$ cat config.mk
export PLATFORM = sky130hd
export DESIGN_NAME = cp0_exc_ctrl
export DESIGN_NICKNAME = d
export VERILOG_FILES = /design/src/rtl/cp0_exc_ctrl.sv
export SDC_FILE = /design/constraint.sdc
export NUM_CORES = 1
export LEC_CHECK = 0
export BUFFER_PORTS_ARGS = -buffer_cell sky130_fd_sc_hd__clkbuf_2
export CAP_MARGIN = 5
export CORE_MARGIN = 1.5
export CORE_UTILIZATION = 45
export DETAILED_ROUTE_END_ITERATION = 7
export GPL_TIMING_DRIVEN = 0
export PLACE_DENSITY_LB_ADDON = 0.1
export SETUP_SLACK_MARGIN = 0.1
export SYNTH_ARGS = -nofsm -noshare
export SYNTH_HDL_FRONTEND = slang
export SYNTH_SLANG_ARGS = --single-unit
$ cat constraint.sdc
create_clock -name clk -period 3.6 [get_ports clk]
set_input_delay 0.54 -clock clk [delete_from_list [all_inputs] [get_ports clk]]
set_output_delay 0.54 -clock clk [all_outputs]
set_load 0.005 [all_outputs]
$ cat src/rtl/cp0_exc_ctrl.sv
// rtl/cp0_exc_ctrl.sv - CP0 exception/interrupt controller at the M stage
module cp0_exc_ctrl #(
    parameter logic [31:0] PRID_VAL   = 32'h2023_0007,
    parameter logic [31:0] HANDLER_PC = 32'h0000_4180
) (
    input  logic        clk,
    input  logic        reset,
    input  logic [4:0]  A,
    input  logic [31:0] DIn,
    input  logic        WE,
    input  logic [31:0] M_PC,
    input  logic [4:0]  M_ExcCode,
    input  logic        M_BD,
    input  logic        EXLClr,
    input  logic [5:0]  HWInt,
    output logic [31:0] DOut,
    output logic [31:0] EPCOut,
    output logic [31:0] HandlerPC,
    output logic        Req
);

    localparam logic [4:0] REG_SR    = 5'd12;
    localparam logic [4:0] REG_CAUSE = 5'd13;
    localparam logic [4:0] REG_EPC   = 5'd14;
    localparam logic [4:0] REG_PRID  = 5'd15;

    logic [5:0]  im_q, im_d;
    logic        exl_q, exl_d;
    logic        ie_q, ie_d;
    logic        bd_q, bd_d;
    logic [5:0]  ip_q;
    logic [4:0]  exc_code_q, exc_code_d;
    logic [31:0] epc_q, epc_d;

    logic        int_req;
    logic        exc_req;
    logic [31:0] pc_sel;
    logic [31:0] sr_val;
    logic [31:0] cause_val;
    logic        unused_pc_low;

    // Request decision: any enabled pending interrupt or a faulting M instruction, masked by EXL.
    always_comb begin
        int_req = ie_q & ~exl_q & (|(HWInt & im_q));
        exc_req = (M_ExcCode != 5'd0) & ~exl_q;
        Req     = ~reset & (int_req | exc_req);
    end

    // Delay-slot instructions restart at the branch, so EPC backs up one word.
    assign pc_sel        = M_BD ? (M_PC - 32'd4) : M_PC;
    assign unused_pc_low = ^pc_sel[1:0];

    // Next-state: a taken request owns the edge; otherwise mtc0 beats eret.
    always_comb begin
        im_d       = im_q;
        exl_d      = exl_q;
        ie_d       = ie_q;
        bd_d       = bd_q;
        exc_code_d = exc_code_q;
        epc_d      = epc_q;
        if (Req) begin
            exl_d      = 1'b1;
            bd_d       = M_BD;
            exc_code_d = int_req ? 5'd0 : M_ExcCode;
            epc_d      = {pc_sel[31:2], 2'b00};
        end else if (WE) begin
            if (A == REG_SR) begin
                im_d  = DIn[15:10];
                exl_d = DIn[1];
                ie_d  = DIn[0];
            end else if (A == REG_EPC) begin
                epc_d = {DIn[31:2], 2'b00};
            end
        end else if (EXLClr) begin
            exl_d = 1'b0;
        end
    end

    // CP0 state registers; IP samples the interrupt lines every cycle.
    always_ff @(posedge clk) begin
        if (reset) begin
            im_q       <= 6'd0;
            exl_q      <= 1'b0;
            ie_q       <= 1'b0;
            bd_q       <= 1'b0;
            ip_q       <= 6'd0;
            exc_code_q <= 5'd0;
            epc_q      <= 32'd0;
        end else begin
            im_q       <= im_d;
            exl_q      <= exl_d;
            ie_q       <= ie_d;
            bd_q       <= bd_d;
            ip_q       <= HWInt;
            exc_code_q <= exc_code_d;
            epc_q      <= epc_d;
        end
    end

    assign sr_val    = {16'd0, im_q, 8'd0, exl_q, ie_q};
    assign cause_val = {bd_q, 15'd0, ip_q, 3'd0, exc_code_q, 2'b00};

    // Read mux reflects pre-edge register state.
    always_comb begin
        DOut = 32'd0;
        case (A)
            REG_SR:    DOut = sr_val;
            REG_CAUSE: DOut = cause_val;
            REG_EPC:   DOut = epc_q;
            REG_PRID:  DOut = PRID_VAL;
            default:   DOut = 32'd0;
        endcase
    end

    assign EPCOut    = epc_q;
    assign HandlerPC = HANDLER_PC;

endmodule

==> metrics.md <==
| Metric | Value |
|---|---|
| Unrepaired setup endpoints after global routing | no |
| Diodes inserted | 0 |
| Total global-route track usage | 24.7% |
| Maximum level of the CTS H-tree | 2 |
| Final critical-path required period | 2770 ps |
| Top library cells by usage in the layout, fill and taps aside | clkbuf_2, nor2_1, dfxtp_1 |
| Number of library cell types mapped by synthesis | 46 |
| Layout area overhead | 31.6% |
| Run status | complete, no violations |
| Clock buffers created by TritonCTS | 5 |
| Share of layout cells above drive strength 1 | roughly a third |
| Gate count after technology mapping | 415 |
| Share of the yosys chip area belonging to registers | 29.7% |
| Clock sink count | 50 |
| Util after Layout | about 61% |
| Floorplan die area | 8020 sq um |
| CTS tree | yes |
| Leakage power | between 2 and 2.5 nW |
| Longest Clk Path Bufs | 2 |
| WL per Instance | 14.6 microns |
| Die Ht | 89.5 microns |
| Largest driver fanout on the critical path | 10 |
| Clock skew after layout | a little under 4 ps |
| Data arrival, critical path | ~3000 ps |
| Most used DFF post-synth | dfxtp_1 |
| Critical path type | input pin to flip-flop |
| Width of the die | just under 90 microns |
| Core area | 7250 sq um |
| Number of top-level pins | 182 |
| Min Hold Slack | around 460 ps |
| First-pass GRT wire length | about 15000 microns |
| Starting utilization of the core area | between 40% and 50% |
| Via/cell ratio | about 5.1 |
| Count of vias placed by the detailed router | about 3.5k |
| Aggregate routed wire length | between 10000 and 15000 microns |
| Number of design rule violations left after detail routing | 0 |
| Placer's final routability congestion estimate | 0.890 |
| Vias in the first global route | just over 3k |
| CTS root buffer | clkbuf_8 |
| Kind of start point of the critical path | input pin |
| Mean cell area of the mapped netlist | roughly 8 sq um |
| DRT iter0 DRCs | between 150 and 200 |
| TritonRoute pass-1 iters | 4 |
| Final worst-path cycle share | between 70% and 80% |
| Max Cap Violations | 0 |
| Warning count from the yosys run | 0 |
| Antenna violations before repair | 0 |
| Final Setup Violations | 0 |
| Number of rows in the core area | 31 |
| Worst-case headroom to the max-slew limit | between 40% and 50% |
| Source-to-sink clock delay at the later pin of the worst-skew pair | 300 ps |
| Clock-pin transition on the worst setup and hold timing paths | roughly 100 ps |
| Port-buffer cells | 144 |
| Total negative slack for setup checks | 0 ps |
| Maximum clock frequency | approximately 360 MHz |
| Tightest Pin Transition | ~830 ps |
| Overall power | roughly 1.3 mW |
| Maximum number of pins on one net before global-route repair | 17 |
| Leading cell type in the layout, fill and taps excluded | clkbuf_2 |
| Post-CTS setup buffer count | 0 |
| Final hold violation count | 0 |
| Synthesized cell area | ~3400 sq um |
| Worst endpoint required time | 3810 ps |
| Peak supply drop | approximately 0.19 mV |
| Total of hold buffers inserted after clock tree synthesis | 0 |
| Tightest Hold Check Type | flip-flop to flip-flop |
| Total power divided by cell area | approximately 300 nW/um^2 |
| Number of slew-limit violations in the final report | 0 |
| Element type at the critical path end | flip-flop |
| Half-perimeter wire length after detailed placement | about 8300 microns |
| Antenna-violating nets left | 0 |
| Number of enable flip-flop cells after synthesis | 0 |
| Proportion of synthesized flip-flops having asynchronous set or reset | 0% |
| GRT overflow | 0 |
| Register bit count reported by yosys | 50 |
| Nets | 684 |
| Count of instances resized after the clock tree is built | 0 |
-- synthesized netlist by cell type, drive strengths merged, types with 4 or more instances --
cell type  instances  area [sq um]
nor2b             21           131
a22oi              8          60.1
and3              15          93.8
or3                5          31.3
nand3              6          30.0
clkbuf            20          75.1
dfxtp             50          1000
a211oi            38           285
or4                4          33.8
xor2               8          70.1
nor3              13          70.1
nor4               9          86.3
nor2              63           244
or2                4          25.0
a21oi             14          70.1
buf               41           297
xnor2             19           166
inv                4          15.0
nand2             17          63.8
mux2i             33           330
-- state kept, by name, summed over array words and instances, names as in the netlist --
signal      cells
EPCOut         30
im_q            6
ip_q            6
exc_code_q      5
bd_q            1
exl_q           1
ie_q            1
-- per-stage QoR --
stage	instances	worst slack (ps)	cell area, sq um
floorplan	447	1070	3490
global placement	690	555	4340
detailed placement	690	540	4340
CTS	698	843	4440
global route	698	585	4440
finish	698	825	4440
-- cells by family after synthesis --
kind of cell | count (synthesis) | synth area share, %
xor+xnor | 27 | 7.02
buf+inv | 65 | 11.5
fa+ha+maj | 1 | 0.371
other cells | 2 | 0.223
mux | 34 | 10.1
simple gates | 164 | 26.0
compound gates | 72 | 15.1
flops | 50 | 29.7
-- critical path, cell delays in order --
cell      delay, ps
clkbuf_2         80
and3b_1         190
clkbuf_1        320
and3_1          240
clkbuf_1        310
clkbuf_1        410
clkbuf_1        470
a211oi_1        150
a211oi_1        280
-- metal layers --
| metal | share of wire, % | GRT usage (%) | vias to the layer above |
|---|---|---|---|
| met4 | 1.0 | 7.41 | 0 |
| met2 | 46 | 38.2 | 153 |
| met3 | 6.9 | 4.25 | 8 |
| li1 | - | - | 1776 |
| met5 | 0 | 0 | - |
| met1 | 47 | 35.1 | 1590 |
-- path summary, 6_finish.rpt --
kind | startpoint | end | slack (ps) | cells past startpoint
max | A[4] | EPCOut[25] | 830 | 9
min | bd_q | bd_q | 460 | 2
max reg2reg | im_q[0] | EPCOut[25] | 1080 | 6
min reg2reg | bd_q | bd_q | 460 | 2
-- power by group --
| part | leakage, nW | total [mW] | internal [mW] | switching (mW) |
|---|---|---|---|---|
| logic | 1.60 | 0.328 | 0.155 | 0.173 |
| clock network | 0.0514 | 0.356 | 0.159 | 0.197 |
| registers | 0.414 | 0.628 | 0.595 | 0.0325 |
| total | 2.06 | 1.31 | 0.909 | 0.403 |
-- layout make-up --
| class | instances | area (sq um) |
|---|---|---|
| Tap cell | 99 | 124 |
| Inverter | 4 | 15.0 |
| Clock inverter | 2 | 17.5 |
| Clock buffer | 6 | 82.6 |
| Fill cell | 693 | 2820 |
| Timing Repair Buffer | 144 | 721 |
| Sequential cell | 50 | 1000 |
| Buffer | 61 | 372 |
| Multi-Input combinational cell | 332 | 2100 |
Note: power is estimated with default switching activity, not from simulation.
